===== src/rtl/lfsr_prng.sv =====
// Galois LFSR random-word generator: packs OUT_BITS generated bits into a word
// and hands it out over a valid/ready handshake, with zero-seed and wrap flags.
module lfsr_prng #(
  parameter int unsigned       WIDTH        = 32,
  parameter logic [WIDTH-1:0]  TAPS         = 32'h8020_0003,
  parameter int unsigned       OUT_BITS     = 8,
  parameter logic [WIDTH-1:0]  DEFAULT_SEED = {{(WIDTH-1){1'b0}}, 1'b1}
) (
  input  logic                clk,
  input  logic                rst,
  input  logic                set,
  input  logic [WIDTH-1:0]    set_value,
  input  logic                enable,
  input  logic                rand_ready,
  output logic                rand_valid,
  output logic [OUT_BITS-1:0] rand_out,
  output logic [WIDTH-1:0]    state,
  output logic                seed_fixup,
  output logic                period_wrap
);

  localparam int unsigned      CNT_W    = $clog2(OUT_BITS + 1);
  localparam logic [CNT_W-1:0] LAST_CNT = CNT_W'(OUT_BITS - 1);

  typedef enum logic [0:0] {
    FILL = 1'b0,
    HOLD = 1'b1
  } fsm_e;

  fsm_e                fsm_q,     fsm_d;
  logic [WIDTH-1:0]    state_q,   state_d;
  logic [WIDTH-1:0]    seed_q,    seed_d;
  logic [OUT_BITS-1:0] word_q,    word_d;
  logic [OUT_BITS-1:0] rand_q,    rand_d;
  logic [CNT_W-1:0]    bit_cnt_q, bit_cnt_d;
  logic                valid_q,   valid_d;
  logic                fixup_q,   fixup_d;
  logic                wrap_q,    wrap_d;
  logic [WIDTH-1:0]    step_s;

  function automatic logic [WIDTH-1:0] lfsr_step(input logic [WIDTH-1:0] s);
    if (s[0]) begin
      return (s >> 1'b1) ^ TAPS;
    end else begin
      return s >> 1'b1;
    end
  endfunction

  // Next-state logic: seed load, LFSR stepping / word assembly, handshake FSM.
  always_comb begin
    fsm_d     = fsm_q;
    state_d   = state_q;
    seed_d    = seed_q;
    word_d    = word_q;
    rand_d    = rand_q;
    bit_cnt_d = bit_cnt_q;
    fixup_d   = 1'b0;
    wrap_d    = 1'b0;
    step_s    = lfsr_step(state_q);

    if (set) begin
      // A held word offered with ready high is already consumed at this edge,
      // so a load simply drops whatever is pending.
      if (set_value == {WIDTH{1'b0}}) begin
        state_d = DEFAULT_SEED;
        seed_d  = DEFAULT_SEED;
        fixup_d = 1'b1;
      end else begin
        state_d = set_value;
        seed_d  = set_value;
      end
      word_d    = {OUT_BITS{1'b0}};
      bit_cnt_d = {CNT_W{1'b0}};
      fsm_d     = FILL;
    end else begin
      case (fsm_q)
        FILL: begin
          if (enable) begin
            state_d                = step_s;
            word_d                 = word_q >> 1'b1;
            word_d[OUT_BITS-1]     = state_q[0];
            wrap_d                 = (step_s == seed_q);
            if (bit_cnt_q == LAST_CNT) begin
              rand_d    = word_d;
              bit_cnt_d = {CNT_W{1'b0}};
              fsm_d     = HOLD;
            end else begin
              bit_cnt_d = bit_cnt_q + CNT_W'(1);
            end
          end else begin
            state_d = state_q;
            word_d  = word_q;
          end
        end
        HOLD: begin
          if (rand_ready) begin
            fsm_d = FILL;
          end else begin
            fsm_d = HOLD;
          end
        end
        default: begin
          fsm_d = FILL;
        end
      endcase
    end

    valid_d = (fsm_d == HOLD);
  end

  // State registers with synchronous reset.
  always_ff @(posedge clk) begin
    if (rst) begin
      fsm_q     <= FILL;
      state_q   <= DEFAULT_SEED;
      seed_q    <= DEFAULT_SEED;
      word_q    <= {OUT_BITS{1'b0}};
      rand_q    <= {OUT_BITS{1'b0}};
      bit_cnt_q <= {CNT_W{1'b0}};
      valid_q   <= 1'b0;
      fixup_q   <= 1'b0;
      wrap_q    <= 1'b0;
    end else begin
      fsm_q     <= fsm_d;
      state_q   <= state_d;
      seed_q    <= seed_d;
      word_q    <= word_d;
      rand_q    <= rand_d;
      bit_cnt_q <= bit_cnt_d;
      valid_q   <= valid_d;
      fixup_q   <= fixup_d;
      wrap_q    <= wrap_d;
    end
  end

  assign rand_valid  = valid_q;
  assign rand_out    = rand_q;
  assign state       = state_q;
  assign seed_fixup  = fixup_q;
  assign period_wrap = wrap_q;

endmodule


===== config.mk =====
export PLATFORM = sky130hd
export DESIGN_NAME = lfsr_prng
export DESIGN_NICKNAME = d
export VERILOG_FILES = /design/src/rtl/lfsr_prng.sv
export SDC_FILE = /design/constraint.sdc
export NUM_CORES = 1
export LEC_CHECK = 0
export CELL_PAD_IN_SITES_DETAIL_PLACEMENT = 0
export CELL_PAD_IN_SITES_GLOBAL_PLACEMENT = 1
export CORE_MARGIN = 8
export CORE_UTILIZATION = 40
export CTS_CLUSTER_SIZE = 24
export DETAILED_ROUTE_END_ITERATION = 8
export PLACE_DENSITY_LB_ADDON = 0.2
export SLEW_MARGIN = 10
export SYNTH_ARGS = -nofsm -noshare
export SYNTH_HDL_FRONTEND = slang
export SYNTH_SLANG_ARGS = --single-unit

===== constraint.sdc =====
create_clock -name clk -period 3.2 [get_ports clk]
set_input_delay 0.48 -clock clk [delete_from_list [all_inputs] [get_ports clk]]
set_output_delay 0.48 -clock clk [all_outputs]
set_load 0.02 [all_outputs]

== After elaboration in Yosys (flattened, before gate mapping) ==
Cells that the tools add are included.

* Input bits: 37
* Word-level logic and storage cells: 35
* Memories kept: 0
* Memory bits (read-only): 0
* Output and inout port bits: 43
* Register bits: 87
* Latch bits: 0
* Bits in writable memories: 0

* Magnitude comparators: 0
* Bitwise operators: 4
* Div/mod/pow operators: 0
* Mux-type cells: 11
* $mul: 0
* $add $sub $neg: 1
* Equal/unequal tests: 3
* Reductions and logical operators: 8
* Shift-type cells: 0

{| class="wikitable"
|+ Operators by type and width
! kind !! count
|-
| $mux W32 || 5
|-
| $eq A32 B32 Y1 || 1
|-
| $logic_not A32 Y1 || 1
|-
| $add A4 B1 Y4 const B || 1
|-
| $eq A4 B3 Y1 const B || 1
|-
| $mux W1 || 4
|-
| $mux W4 || 1
|-
| $not A3 Y4 || 1
|-
| $reduce_and A2 Y1 || 2
|-
| $reduce_and A4 Y1 || 1
|-
| $reduce_or A2 Y1 || 2
|-
| $reduce_or A4 Y1 || 1
|-
| $not A1 Y1 || 3
|-
| $ne A2 B2 Y1 const B || 1
|-
| $pmux W1 S2 || 1
|-
| $reduce_bool A2 Y1 || 1
|}

== Logic depth before layout (Yosys ltp) ==
* Word-level depth: 5
* Gate-level depth with buffers: 6
* Depth with buffers taken out: 5

== Worst setup path after synthesis ==
No wires, ideal clock.

* Path kind: input to register
* Start point: in set
* End point: reg wrap_q (netlist: period_wrap)
* Library setup time: 100 ps
* Required time: 3100 ps
* Buffers on the path: 1
* Data arrival time: 1451 ps
* Setup slack: 1649 ps
* Stages: 5
* Cells stage by stage: buf_2 -> or2_1 -> a2111oi_2 -> nand2_1 -> a2111oi_4

* Longest elaborated chain between the ends: 1

{| class="wikitable"
|+ RTL lines
! what !! RTL line !! source
|-
| start: declaration || 11 || <nowiki>input logic set,</nowiki>
|-
| $reduce_or A4 Y1 (no source line) || n/a ||
|-
| end signal: assignment || 132 || <nowiki>wrap_q <= wrap_d;</nowiki>
|-
| end: declaration || 38 || <nowiki>logic wrap_q, wrap_d;</nowiki>
|}

Every way passes these cells.
A chain may end at the register's enable or synchronous reset.

== Worst setup path in the final report ==
* Start point: reg state_q[0] (netlist: state[0])
* End point: out state[0]

{| class="wikitable"
|+ RTL lines
! what !! RTL line !! source
|-
| start: declaration || 31 || <nowiki>logic [WIDTH-1:0] state_q, state_d;</nowiki>
|-
| start signal: assignment || 125 || <nowiki>state_q <= state_d;</nowiki>
|-
| end: declaration || 17 || <nowiki>output logic [WIDTH-1:0] state,</nowiki>
|}

No word-level cell between the ends.

==> results_dict.tcl <==
set metrics [dict create \
    status "complete, no violations" \
    syn2layout_area_growth_pct 28.01 \
    die_area_sq_mm 0.01288 \
    initial_core_util_pct 41.14 \
    row_count 35 \
    vias_per_cell 4.968 \
    cts_tree "done" \
    min_period_ps 2099 \
    totalPowerFinal_mw 2.198 \
    p_per_area_mw_per_mm2 451.8 \
    required_ps 2720 \
    yosys_warnings 0 \
    clockPowerShare_pct 31.9 \
    postLayoutCellArea_sq_mm 0.004866 \
    async_reset_ff_share_pct 0 \
    grt_pass1_wl_microns 16410 \
    finalSetupTns_ps 0 \
    synth.most_common_cell "nand2_1" \
    ys_seq_area_share_pct 45.29 \
    ir_drop_mv 0.2333 \
    worst_pin_slew_ps 876.0 \
    place_congestion 0.7516 \
    synth_cell_types 33 \
    holdBufCountCts 0 \
    yosysTopAreaCellShare_pct 45.29 \
    wl_microns 9991 \
    worst_clock_skew_ps 11.02 \
    critPathMaxFanout 10 \
    start_kind "register" \
    setup_viol 0 \
    vias 3264 \
    antenna_left 0 \
    drive_above_1_share_pct 5.682 \
    cpPeakStageDelay_ps 690 \
    syn_area_sq_mm 0.003801 \
    netSwitchingPower_uw 597.2 \
    synth_largest_area_cell "dfxtp_1" \
    cts.htree.levels 3 \
    critPathCaptureType "output pin" \
    cap_violations 0 \
    seqPwrFrac_pct 53.1 \
    crit_chain "clkdlybuf4s50_1" \
    cp.arrival_ps 1620 \
    synth-edff-count 0 \
    die_x_microns 113.5 \
    dpl_cell_area_sq_mm 0.004687 \
    min_path_type "register to register" \
    yosys-top-cells-area "dfxtp_1, nand2_1, a21oi_1" \
    finalHoldViolCount 0 \
    drt-wirelength-per-cell_microns 15.21 \
    syn_nets 494 \
    clock_latency_ps 350 \
    grt_pass1_vias 3295 \
    cts_sinks 86 \
    gr-total-overflow 0 \
    fin_crit_sh_pct 65.60 \
    diodes 0 \
    worstSetupPathType "register to output pin" \
    cts_buffer_depth 2 \
    synth_ff_type "dfxtp_1" \
    synthTopCellsByCount "nand2_1, dfxtp_1, a21oi_1" \
    io_buffers 79 \
    swShare_pct 27.17 \
    drt_iter0_drc 167 \
    root_buffer "clkbuf_8" \
    crit_slowest_cell "clkdlybuf4s50_1" \
    core_sq_mm 0.009240 \
    intPower_mw 1.601 \
    drc 0 \
    netlist_instances 456 \
    p_leak_nw 1.815 \
    ys_ff_latch 86 \
    hpwl_microns 7075 \
    maxClockFrequency_mhz 476.3 \
    p_comb_share_pct 15.0 \
    timing.slew.headroom_pct 41.60 \
    cts_resized 0 \
    die_y_microns 113.5 \
    dr.pass1.iters 4 \
    post_cts_buffers 0 \
    clk_pin_slew_ps 80 \
    ios 80 \
    report.final.slew_viol_count 0 \
    cts-buffers-inserted 9 \
    gr-usage-all-layers_pct 15.75 \
    rsz0062_at_grt "no" \
    path_buf_inv 1 \
    nets 561 \
    antenna_found_initial 0 \
    synth.avg_cell_area_sq_um 8.336 \
    grt_max_degree 98 \
    cp_top_family "buffers and inverters" \
]
==> metrics by stage <==
step | std cells | worst slack, ps | util (%) | hold slack (ps)
global route | 657 | 979.2 | 52.66 | 498.9
finish | 657 | 1101 | 52.66 | 462.3
global placement | 641 | 996.5 | 50.72 | 450.5
CTS | 657 | 1068 | 52.66 | 470.1
detailed placement | 641 | 959.5 | 50.72 | 458.5
floorplan | 456 | 1649 | - | 436.0
==> flip-flops by register name, summed over array words and instances, names as in the netlist <==
signal	cells
bit_cnt_q	4
period_wrap	1
rand_out	8
rand_valid	1
seed_fixup	1
seed_q	32
state	32
word_q	7
==> cells in the final DEF (no fill, tap or decap), drive strengths merged <==
master         count
nor4b              2
clkinv             1
a211o              2
o2111ai            1
or4                1
xnor2              3
dfxtp             86
a21o              31
nand2b            32
clkbuf            14
nor2b              3
buf               10
mux2i              8
or2                2
xor2              32
o21ai              1
a21oi             73
ha                 1
or3                1
nor4              15
and3               1
nor3b              1
clkdlybuf4s50     77
nand4              4
nor3               1
o21bai             1
a2111oi            2
nand3b             1
clkinvlp           1
nand2            107
inv                1
nor2              12
==> metal layers <==
layer | track usage (%) | share of wire, % | vias to the layer above
li1 | - | - | 1659
met1 | 18.13 | 44 | 1527
met2 | 27.50 | 50 | 65
met3 | 4.385 | 4.8 | 13
met4 | 5.151 | 1.6 | 0
met5 | 0 | 0 | -
==> layout make-up <==
class / instances / area [sq um]
timing repair buffer: 87 / 853.3
fill: 918 / 4374
sequential: 86 / 1722
clock inverter: 2 / 16.27
clock buffer: 14 / 162.7
multi-input combinational: 338 / 1947
inverter: 1 / 3.754
tap: 129 / 161.4
==> kinds of logic after synthesis <==
family | share of synthesized area (%)
buffers and inverters | 3.719
xor gates and xnor gates | 8.065
and+or+nand+nor | 22.61
muxes | 2.107
adders and majority gates | 0.3291
DFF | 45.29
AOI/OAI and AO/OA | 17.87
==> power groups by stage <==
| stage | Sequential [mW] | Combinational, mW | Clock (mW) |
|---|---|---|---|
| 4_1_cts | 1.17 | 0.332 | 0.721 |
| 3_3_place_gp | 1.19 | 0.329 | 0 |
| 6_report | 1.17 | 0.330 | 0.702 |
| 2_1_floorplan | 1.21 | 0.162 | 0 |
| 3_5_place_dp | 1.19 | 0.331 | 0 |
| 5_1_grt | 1.17 | 0.361 | 0.766 |
==> path summary, 6_finish.rpt <==
path,startpoint,end,slack [ps],depth (start not counted)
setup / recovery,state[0]$_SDFFE_PP1P_,state[0],1100,1
hold / removal,word_q[1]$_SDFFE_PP0P_,word_q[1]$_SDFFE_PP0P_,460,2
setup reg to reg,rand_valid$_SDFF_PP0_,state[3]$_SDFFE_PP0P_,1540,5
hold reg to reg,word_q[1]$_SDFFE_PP0P_,word_q[1]$_SDFFE_PP0P_,460,2
Note: power is estimated with default switching activity, not from simulation.
